File: config.mk
export PLATFORM = sky130hd
export DESIGN_NAME = mem_axi_initiator
export DESIGN_NICKNAME = d
export VERILOG_FILES = /design/src/rtl/mem_axi_pkg.sv /design/src/rtl/mem_lane_align.sv /design/src/rtl/mem_axi_initiator.sv
export SDC_FILE = /design/constraint.sdc
export NUM_CORES = 1
export LEC_CHECK = 0
export CORE_MARGIN = 2
export CORE_UTILIZATION = 30
export CTS_CLUSTER_DIAMETER = 120
export DETAILED_ROUTE_END_ITERATION = 6
export PLACE_DENSITY_LB_ADDON = 0.12
export SLEW_MARGIN = 10
export SYNTH_ARGS = -nofsm -noshare
export SYNTH_HDL_FRONTEND = slang
export SYNTH_HIERARCHICAL = 1
export SYNTH_SLANG_ARGS = --single-unit
File: constraint.sdc
create_clock -name clk -period 3.6 [get_ports clk]
set_clock_uncertainty 0.15 [all_clocks]
set_input_delay 0.72 -clock clk [delete_from_list [all_inputs] [get_ports clk]]
set_output_delay 0.72 -clock clk [all_outputs]
set_load 0.02 [all_outputs]
File: src/rtl/mem_axi_pkg.sv
`default_nettype none
// +----------------------------------------------------------------------+
// | mem_axi_pkg : shared types and constants for the MEM-stage AXI-lite   |
// | initiator.                                      Rev 1.0              |
// +----------------------------------------------------------------------+
package mem_axi_pkg;

  localparam logic [2:0] SZ_B  = 3'd0;
  localparam logic [2:0] SZ_H  = 3'd1;
  localparam logic [2:0] SZ_W  = 3'd2;
  localparam logic [2:0] SZ_BU = 3'd3;
  localparam logic [2:0] SZ_HU = 3'd4;

  localparam logic RESP_OK  = 1'b0;
  localparam logic RESP_ERR = 1'b1;

  typedef enum logic [2:0] {
    ST_IDLE = 3'd0,
    ST_AR   = 3'd1,
    ST_R    = 3'd2,
    ST_AW_W = 3'd3,
    ST_B    = 3'd4,
    ST_RESP = 3'd5
  } state_e;

  // Requests that must be answered with an error and never reach the bus.
  function automatic logic req_illegal(input logic wen, input logic [2:0] size,
                                       input logic [1:0] off, input logic align_chk);
    logic bad_size;
    logic misal;
    bad_size = (size > SZ_HU) || (wen && (size > SZ_W));
    case (size)
      SZ_H, SZ_HU: misal = off[0];
      SZ_W:        misal = |off;
      default:     misal = 1'b0;
    endcase
    return bad_size || (align_chk && misal);
  endfunction

endpackage
`default_nettype wire

File: src/rtl/mem_lane_align.sv
`default_nettype none
// +----------------------------------------------------------------------+
// | mem_lane_align : store byte-lane placement and load extraction/extend.|
// |                                                 Rev 1.0              |
// +----------------------------------------------------------------------+
module mem_lane_align
  import mem_axi_pkg::*;
(
  input  logic [2:0]  size_i,
  input  logic [1:0]  off_i,
  input  logic [31:0] st_data_i,
  input  logic [31:0] ld_data_i,
  output logic [3:0]  wstrb_o,
  output logic [31:0] wdata_o,
  output logic [31:0] ld_ext_o
);

  logic [4:0]  shamt;
  logic [31:0] sh;

  assign shamt   = {off_i, 3'b000};
  assign wdata_o = st_data_i << shamt;
  assign sh      = ld_data_i >> shamt;

  // Strobe shifts stay 4 bits wide, so unaligned halves lose lanes above 3.
  always_comb begin
    wstrb_o = 4'b1111;
    case (size_i)
      SZ_B:    wstrb_o = 4'b0001 << off_i;
      SZ_H:    wstrb_o = 4'b0011 << off_i;
      default: wstrb_o = 4'b1111;
    endcase
  end

  always_comb begin
    ld_ext_o = sh;
    case (size_i)
      SZ_B:    ld_ext_o = {{24{sh[7]}}, sh[7:0]};
      SZ_H:    ld_ext_o = {{16{sh[15]}}, sh[15:0]};
      SZ_BU:   ld_ext_o = {24'd0, sh[7:0]};
      SZ_HU:   ld_ext_o = {16'd0, sh[15:0]};
      default: ld_ext_o = sh;
    endcase
  end

endmodule
`default_nettype wire

File: src/rtl/mem_axi_initiator.sv
`default_nettype none
// +----------------------------------------------------------------------+
// | mem_axi_initiator : single-outstanding AXI-lite load/store initiator  |
// | for the MEM stage.                              Rev 1.0              |
// +----------------------------------------------------------------------+
module mem_axi_initiator
  import mem_axi_pkg::*;
#(
  parameter bit ALIGN_CHECK = 1'b1
) (
  input  logic        clk,
  input  logic        rst,
  input  logic        req_valid_i,
  output logic        req_ready_o,
  input  logic        req_wen_i,
  input  logic [31:0] req_addr_i,
  input  logic [31:0] req_wdata_i,
  input  logic [2:0]  req_size_i,
  output logic        resp_valid_o,
  input  logic        resp_ready_i,
  output logic [31:0] resp_rdata_o,
  output logic        resp_err_o,
  output logic [31:0] araddr_o,
  output logic        arvalid_o,
  input  logic        arready_i,
  input  logic [31:0] rdata_i,
  input  logic        rresp_i,
  input  logic        rvalid_i,
  output logic        rready_o,
  output logic [31:0] awaddr_o,
  output logic        awvalid_o,
  input  logic        awready_i,
  output logic [31:0] wdata_o,
  output logic [3:0]  wstrb_o,
  output logic        wvalid_o,
  input  logic        wready_i,
  input  logic        bresp_i,
  input  logic        bvalid_i,
  output logic        bready_o
);

  state_e      state_q;
  logic [2:0]  size_q;
  logic [1:0]  off_q;
  logic        req_ready_q;
  logic        resp_valid_q;
  logic [31:0] resp_rdata_q;
  logic        resp_err_q;
  logic [31:0] araddr_q;
  logic        arvalid_q;
  logic        rready_q;
  logic [31:0] awaddr_q;
  logic        awvalid_q;
  logic [31:0] wdata_q;
  logic [3:0]  wstrb_q;
  logic        wvalid_q;
  logic        bready_q;
  logic        aw_done_q;
  logic        w_done_q;

  logic        accept;
  logic        illegal;
  logic [2:0]  la_size;
  logic [1:0]  la_off;
  logic [3:0]  la_wstrb;
  logic [31:0] la_wdata;
  logic [31:0] la_ld;
  logic        aw_hs;
  logic        w_hs;
  logic [31:0] word_addr;

  assign accept    = req_valid_i && req_ready_q;
  assign illegal   = req_illegal(req_wen_i, req_size_i, req_addr_i[1:0], ALIGN_CHECK);
  assign word_addr = {req_addr_i[31:2], 2'b00};
  assign aw_hs     = awvalid_q && awready_i;
  assign w_hs      = wvalid_q && wready_i;

  // Stores are aligned from the live request at accept; loads use the latched size/offset.
  assign la_size = (state_q == ST_IDLE) ? req_size_i : size_q;
  assign la_off  = (state_q == ST_IDLE) ? req_addr_i[1:0] : off_q;

  mem_lane_align u_lane_align (
    .size_i    (la_size),
    .off_i     (la_off),
    .st_data_i (req_wdata_i),
    .ld_data_i (rdata_i),
    .wstrb_o   (la_wstrb),
    .wdata_o   (la_wdata),
    .ld_ext_o  (la_ld)
  );

  always_ff @(posedge clk) begin
    if (!rst) begin
      state_q      <= ST_IDLE;
      size_q       <= 3'd0;
      off_q        <= 2'd0;
      req_ready_q  <= 1'b0;
      resp_valid_q <= 1'b0;
      resp_rdata_q <= 32'd0;
      resp_err_q   <= RESP_OK;
      araddr_q     <= 32'd0;
      arvalid_q    <= 1'b0;
      rready_q     <= 1'b0;
      awaddr_q     <= 32'd0;
      awvalid_q    <= 1'b0;
      wdata_q      <= 32'd0;
      wstrb_q      <= 4'd0;
      wvalid_q     <= 1'b0;
      bready_q     <= 1'b0;
      aw_done_q    <= 1'b0;
      w_done_q     <= 1'b0;
    end else begin
      case (state_q)
        ST_IDLE: begin
          req_ready_q <= 1'b1;
          if (accept) begin
            req_ready_q <= 1'b0;
            size_q      <= req_size_i;
            off_q       <= req_addr_i[1:0];
            if (illegal) begin
              resp_valid_q <= 1'b1;
              resp_err_q   <= RESP_ERR;
              resp_rdata_q <= 32'd0;
              state_q      <= ST_RESP;
            end else if (req_wen_i) begin
              awaddr_q  <= word_addr;
              awvalid_q <= 1'b1;
              wdata_q   <= la_wdata;
              wstrb_q   <= la_wstrb;
              wvalid_q  <= 1'b1;
              aw_done_q <= 1'b0;
              w_done_q  <= 1'b0;
              state_q   <= ST_AW_W;
            end else begin
              araddr_q  <= word_addr;
              arvalid_q <= 1'b1;
              state_q   <= ST_AR;
            end
          end
        end

        ST_AR: begin
          if (arready_i) begin
            arvalid_q <= 1'b0;
            rready_q  <= 1'b1;
            state_q   <= ST_R;
          end
        end

        ST_R: begin
          if (rvalid_i) begin
            rready_q     <= 1'b0;
            resp_valid_q <= 1'b1;
            resp_err_q   <= rresp_i;
            resp_rdata_q <= rresp_i ? 32'd0 : la_ld;
            state_q      <= ST_RESP;
          end
        end

        ST_AW_W: begin
          if (aw_hs) begin
            awvalid_q <= 1'b0;
            aw_done_q <= 1'b1;
          end
          if (w_hs) begin
            wvalid_q <= 1'b0;
            w_done_q <= 1'b1;
          end
          if ((aw_done_q || aw_hs) && (w_done_q || w_hs)) begin
            bready_q <= 1'b1;
            state_q  <= ST_B;
          end
        end

        ST_B: begin
          if (bvalid_i) begin
            bready_q     <= 1'b0;
            resp_valid_q <= 1'b1;
            resp_err_q   <= bresp_i;
            resp_rdata_q <= 32'd0;
            state_q      <= ST_RESP;
          end
        end

        ST_RESP: begin
          if (resp_ready_i) begin
            resp_valid_q <= 1'b0;
            req_ready_q  <= 1'b1;
            state_q      <= ST_IDLE;
          end
        end

        default: state_q <= ST_IDLE;
      endcase
    end
  end

  assign req_ready_o  = req_ready_q;
  assign resp_valid_o = resp_valid_q;
  assign resp_rdata_o = resp_rdata_q;
  assign resp_err_o   = resp_err_q;
  assign araddr_o     = araddr_q;
  assign arvalid_o    = arvalid_q;
  assign rready_o     = rready_q;
  assign awaddr_o     = awaddr_q;
  assign awvalid_o    = awvalid_q;
  assign wdata_o      = wdata_q;
  assign wstrb_o      = wstrb_q;
  assign wvalid_o     = wvalid_q;
  assign bready_o     = bready_q;

endmodule
`default_nettype wire

==> results summary, run 1 <==
By startpoint and endpoint, the worst setup path is classified as reg -> reg. The worst-case register-to-register setup slack came out at ~0.41 ns. The count of hold buffers inserted by post-cts repair is 0. The worst hold path begins at awaddr_o[24]$_SDFFE_PN0P_. The final net count came out at around 1,200. The most used flip-flop cell after synthesis is dfxtp_1.

The most common cell after layout, fill and taps aside is clkdlybuf4s50_1. The remaining number of nets flagged by the antenna check after routing is 0. The final count of negative-setup-slack endpoints came out at 0. Using the TritonRoute via totals, the vias-per-cell ratio works out to a little under 5. Of all cell types, the one taking the most synthesized area is dfxtp_1. The number of antenna repair diodes came out at 0. The worst-case setup slack after placement is a little over 0.3 ns. The starting density of the core is 30.4%. After floorplanning, the core was sized to cover 0.0217 mm^2. The violation count after the first detailed-route iteration is 308. For hold timing, the worst endpoint is awaddr_o[24]$_SDFFE_PN0P_. The number of hold violations in the final report is 0. The final routed wire length divided by cell count is 16.6 um.

The post-route worst setup slack is between 0.4 and 0.5 ns. The post-synthesis sequential area ratio came out at ~44%. The aggregate negative setup slack came out at 0 ns. In this run the cell area of the synthesized design comes to 0.00660 mm^2. The tree is rooted in a clkbuf_16.

The clock sink count is 146. The CTS buffer count came out at 17. In the synthesized netlist the async set-or-reset flop fraction comes to 0%. The number of top-level pins is approximately 250. The average instance area after synthesis came out at 7.97 um^2. The worst hold margin came out at 0.299 ns.

The DRC violation count after routing is 0. The cell count after placement is 1,301. The utilization after layout came out at a little under half. The number of different library cells used by synthesis comes to 45. The critical-path maximum fanout came out at 16.

The endpoint identified for the worst register-to-register timing path is resp_rdata_o[19]$_SDFFE_PN0P_. The total overflow reported by the global router came out at 0. The die height came out at between 150 and 200 um. The data required time of the worst path came out at between 3 and 4 ns. The first global-routing pass estimated roughly 35,000 um of wire. The startpoint identified for the worst register-to-register timing path is state_q[2]$_SDFFE_PN0P_. The flow ran to the end, and the final reports show no timing, DRC or antenna violations. The layout has 2,215 filler cells. The global routing usage summed across all routing layers is 18.6%.

The share of the synthesized area in the top cell type is 44.3%. The number of optimization iterations in the first detailed-route pass is 5. STA classifies the critical path startpoint as a flop. Setup repair after global routing left no endpoint under its margin. The worst-case vdd ir drop came out at 0.000338 V. The worst setup path is captured at a flop. The leakage power is about 3.5 nW. Dividing the final minimum period by the clock period gives roughly nine tenths. The number of cells traversed by the worst register-to-register path came out at 7.

The type of the tightest min-delay check is reg -> reg. The library cells used most frequently in the layout, excluding fill and tap cells, are clkdlybuf4s50_1, nand2_1, dfxtp_1, a21oi_1, o21ai_0. The worst slew margin relative to its limit is 46.7%. The number of flops mapped to enable cells by yosys came out at 0. The number of cells traversed by the worst hold path came out at 2. The total via count in the routed design came out at 6,452. The number of violations of the max-capacitance limit is 0. The width of the die is 152 um. By area the synthesized netlist is led by dfxtp_1, nand2_1, a21oi_1. The number of instances in the synthesized netlist is 828.

The initial antenna violation count came out at 0. The HPWL after detailed placement came out at about 15,000 um. The max-slew violation count came to 0. For this run, the top clock speed supported by timing is between 300 and 400 MHz. Post-CTS repair changed the size of 0 cells.

The clock latency on the worst-skew pair is between 0.4 and 0.5 ns. The number of global-route vias before repair is 6,253. The number of warnings issued by yosys came out at 6. The transition time at the pin with the least slew margin is 0.799 ns. The H-tree depth came out at 4. The flop and latch count out of synthesis came out at around 150.

Clock-pin slew was measured on the worst setup and hold paths at 0.06 ns. Buffers placed on the I/O ports in this run total ~250. The routability-driven placement congestion ratio is 0.774. The maximum number of pins on one net before global-route repair came out at 70. The number of non-filler instances in the completed layout is 1,332. The number of setup buffers added after CTS is 0.

Counting along the longest clock path gives a buffer depth of 2. The arrival time of data at the critical path endpoint came out at roughly 3.4 ns. The initialized floorplan defines 54 standard-cell rows. The minimum clock period after layout is 3.19 ns. The layout cell share with drive strength beyond 1 is 6.18%. The final routed wirelength across all metal layers came out at between 20,000 and 25,000 um. The power density normalized to cell area is 564 mW/mm^2. The layout overhead on the synthesized area came out at 48.9%. TritonCTS built the clock tree. Tracing the worst setup path back leads to its startpoint at state_q[2]$_SDFFE_PN0P_. The floorplan die area is about 0.023 mm^2.
per-layer routing:
layer,track usage [%],vias up,routed length [um]
met5,0,-,0
met4,4.81,0,200
met3,5.72,16,1220
met2,29.9,155,10400
met1,24.4,3016,10300
li1,-,3265,-
Yosys cell counts (7+ instances only):
master     count
o2bb2ai_1      7
nor2_1        29
a22o_1        32
buf_4          7
and2_1         8
dfxtp_1      146
nand3_1       34
a21oi_1       95
mux2i_1       41
nand2_1      209
o21ai_0       60
nor2b_1       20
inv_1          7
a211oi_1      17
buf_2         24
clkbuf_1      37
cell families after synthesis:
kind of cell | synth area share [%]
and+or+nand+nor | 20.4
buffers and inverters | 5.97
other | 0.0568
xor gates and xnor gates | 0.133
muxes | 7.07
DFF | 44.3
AOI/OAI and AO/OA | 22.1
cell type report:
class	instances	area [um^2]	share of cell area, %
Multi-Input combinational cell	605	3310	33.7
Sequential cell	146	2920	29.7
Clock inverter	14	130	1.32
Tap cell	280	350	3.57
Clock buffer	17	425	4.33
Inverter	7	26.3	0.267
Timing Repair Buffer	263	2660	27.1
power by group:
group | switching, mW | leakage [nW] | total (mW) | internal [mW]
Sequential | 0.0574 | 1.18 | 1.76 | 1.70
Clock | 0.761 | 0.264 | 1.72 | 0.956
Combinational | 1.23 | 2.07 | 2.07 | 0.842
Total | 2.05 | 3.51 | 5.54 | 3.50
how the worst max path moves through the flow:
stage / cells after the start / to
6_report: 7 / resp_rdata_o[19]$_SDFFE_PN0P_
5_1_grt: 7 / resp_rdata_o[21]$_SDFFE_PN0P_
4_1_cts: 7 / resp_rdata_o[19]$_SDFFE_PN0P_
3_5_place_dp: 6 / resp_rdata_o[19]$_SDFFE_PN0P_
3_3_place_gp: 6 / resp_rdata_o[19]$_SDFFE_PN0P_
2_1_floorplan: 10 / resp_rdata_o[22]$_SDFFE_PN0P_
registers in the layout (all words and copies together) (netlist names):
signal        cells
req_ready_o       1
awvalid_o         1
wstrb_o           4
size_q            3
awaddr_o         30
arvalid_o         1
aw_done_q         1
wvalid_o          1
off_q             2
state_q           3
resp_err_o        1
bready_o          1
rready_o          1
wdata_o          32
w_done_q          1
araddr_o         30
resp_valid_o      1
resp_rdata_o     32
worst max-delay path, stage by stage (launching register included):
cell,delay [ns]
dfxtp_1,0.31
or2_2,0.34
nor2_1,0.37
mux2_2,0.52
mux2i_1,0.36
a221o_1,0.59
o21ai_0,0.21
a22o_1,0.23
per-stage QoR:
| step | power, mW | area (um^2) |
|---|---|---|
| 3_3_place_gp | 3.87 | 9270 |
| 5_1_grt | 5.89 | 9830 |
| 2_1_floorplan | 3.24 | 6610 |
| 4_1_cts | 5.60 | 9830 |
| 3_5_place_dp | 3.86 | 9270 |
| 6_report | 5.54 | 9830 |
(Power assumes the default switching activity.)
==> run 2, diff against run 1 <==
Settings changed: ABC_CLOCK_PERIOD_IN_PS set to 3600, DONT_BUFFER_PORTS set to 1.
==> results summary, run 2 (synthesis gave the netlist of run 1 again) <==
The flow ran to the end, and the final reports show no timing, DRC or antenna violations. CTS placed an instance of clkbuf_16 at the clock tree root. The HPWL after detailed placement is 14,400 um (-5.1%). The number of cells traversed by the worst hold path is 2 (unchanged). The critical-path maximum fanout came to 16 (unchanged). The maximum clock rate is 303 MHz (-3.6%).

The clock latency on the worst-skew pair was 0.42 ns (about the same). The H-tree depth is 4 (unchanged). The violation count after the first detailed-route iteration is 338 (+9.7%). The number of gates resized after CTS came out at 0 (unchanged). The aggregate negative setup slack came to 0 ns (unchanged). The number of hold violations in the final report is 0 (unchanged). The worst hold margin was 0.276 ns (-0.0234 ns). The layout overhead on the synthesized area came out at 11.9%. The layout cell share with drive strength beyond 1 is 7.71% (+1.5 points). The max-slew violation count is 0 (unchanged). The number of setup buffers added after CTS came out at 0 (unchanged). The critical path goes through or2_2 -> nor2_1 -> mux2_2 -> mux2i_1 -> a221o_1 -> o21ai_0 -> a22o_1. The worst-case vdd ir drop is 0.000289 V (-15%). STA classifies the critical path endpoint as a flop. Leaving out fill and tap cells, the most frequent cell in the layout is nand2_1. The tightest min-delay check is of the in -> reg type. The critical path is of the reg -> reg type. The initial antenna violation count is 0 (unchanged). The power density normalized to cell area was 739 mW/mm^2 (+31%). The number of global-route vias before repair came out at 5,510 (-12%). The data required time of the worst path came out at 3.76 ns (about the same). The CTS buffer count came to 17 (unchanged). The final routed wire length divided by cell count is 18.9 um (+14%). The worst slew margin relative to its limit was 48.2% (+1.5 points). The width of the die is 152 um (unchanged). The first-pass GRT wire length is 32,300 um (-7.5%). Setup repair after global routing left no endpoint under its margin. The post-route worst setup slack is 0.296 ns (-0.118 ns). The maximum number of pins on one net before global-route repair came out at 72 (+2.9%). The leakage power came out at 2.64 nW (-25%).

The minimum clock period after layout was 3.30 ns (+0.118 ns). The combined buffer and inverter count along the critical path came out at 0 (unchanged). The core area is 0.0217 mm^2 (unchanged). The total number of cells along the worst setup path came out at 7 (unchanged). The number of buffers inserted by port buffering is 0 (-100%). The final routed wirelength across all metal layers is 20,500 um (-7.0%). The number of violations of the max-capacitance limit came to 0 (unchanged). The die height came out at 152 um (unchanged).

The arrival time of data at the critical path endpoint came out at 3.47 ns (+0.12 ns). The total overflow reported by the global router is 0 (unchanged). Among all stages on the critical path, the largest delay is contributed by a221o_1. The DRC violation count after routing came out at 0 (unchanged).

The number of cells traversed by the worst register-to-register path is 7 (unchanged). The cell class contributing the biggest share of worst-path delay is compound AO/OA/AOI/OAI gates. Leaving out fill and tap cells, the most frequent cells in the layout are nand2_1, dfxtp_1, a21oi_1, o21ai_0, mux2i_1. The remaining number of nets flagged by the antenna check after routing came out at 0 (unchanged). The fraction of the cycle the final worst path needs was 91.8% (+3.3 points).

The total via count in the routed design is 5,724 (-11%). The maximum count of clock buffers along a single path is 2 (unchanged). The number of top-level pins came to 251 (unchanged). The number of antenna repair diodes was 0 (unchanged). The number of placement rows is 54 (unchanged). The startpoint kind of the worst setup timing path is a flop. The routability-driven placement congestion ratio came out at 0.870 (+12%). The floorplan die area came out at 0.0232 mm^2 (unchanged). The clock sink count came out at 146 (unchanged). The starting density of the core is 30.4% (unchanged). The transition time at the pin with the least slew margin is 0.776 ns (-0.0226 ns). The post-CTS clock slew at the launch and capture registers of the worst setup and hold paths came out at 0.07 ns (about the same).

The worst-case setup slack after placement came to 0.318 ns (+0.00684 ns). The final count of negative-setup-slack endpoints is 0 (unchanged). The count of hold buffers inserted by post-cts repair came to 0 (unchanged). The number of optimization iterations in the first detailed-route pass was 5 (unchanged). The global routing usage summed across all routing layers is 17.3% (-1.3 points).

The final net count came out at 902 (-22%). The delay of the slowest cell on the worst path came out at 0.59 ns (about the same). TritonCTS built the clock tree. The ratio of routed vias to standard cells came out at 5.28 (+9.0%).
-- run 2: cell types whose count changed in the layout (fill, tap and decap cells not counted), sizes merged --
| cell | change |
|---|---|
| bufinv | +2 |
| clkbuf | +1 |
| buf | -4 |
| clkdlybuf4s50 | -245 |
| clkinvlp | -4 |
| inv | +4 |
| clkinv | -2 |
-- run 2: per-layer routing --
layer / part of all wire, % / vias to the layer above / GRT usage [%]
met5: 0 / - / 0
met4: 2.1 / 0 / 6.68
met3: 7.4 / 30 / 5.49
met2: 48 / 208 / 28.3
met1: 42 / 2711 / 21.3
li1: - / 2775 / -
-- run 2: final cells by class --
type | instances | area (um^2)
fill | 2241 | 14300
inverter | 7 | 26.3
tap | 280 | 350
multi-input combinational | 605 | 3310
sequential | 146 | 2920
clock buffer | 18 | 439
timing repair buffer | 14 | 143
clock inverter | 14 | 188
-- run 2: path summary, 6_finish.rpt --
path / slack [ns] / endpoint / startpoint
setup / recovery: 0.30 / resp_rdata_o[16]$_SDFFE_PN0P_ / state_q[2]$_SDFFE_PN0P_
hold reg to reg: 0.33 / aw_done_q$_SDFFE_PN0P_ / aw_done_q$_SDFFE_PN0P_
hold / removal: 0.28 / araddr_o[15]$_SDFFE_PN0P_ / req_addr_i[15]
setup reg to reg: 0.30 / resp_rdata_o[16]$_SDFFE_PN0P_ / state_q[2]$_SDFFE_PN0P_
-- run 2: metrics by stage --
step	std cells	utilization (%)	power (mW)	cell area, um^2
final	1084	34.0	5.46	7380
after global placement	1052	31.1	3.55	6750
after CTS	1084	34.0	5.52	7380
after floorplan	831	-	3.24	6610
after detailed placement	1052	31.1	3.58	6750
after global routing	1084	34.0	5.79	7380
-- run 2: power breakdown --
group,internal (mW),switching [mW]
registers,1.70,0.158
clock network,1.14,0.775
logic,0.615,1.07
total,3.45,2.01
-- run 2: worst reg2reg max path, cell delays in order, from the launching register on --
cell,delay [ns]
dfxtp_1,0.41
or2_2,0.39
nor2_1,0.36
mux2_2,0.51
mux2i_1,0.35
a221o_1,0.59
o21ai_0,0.21
a22o_1,0.23
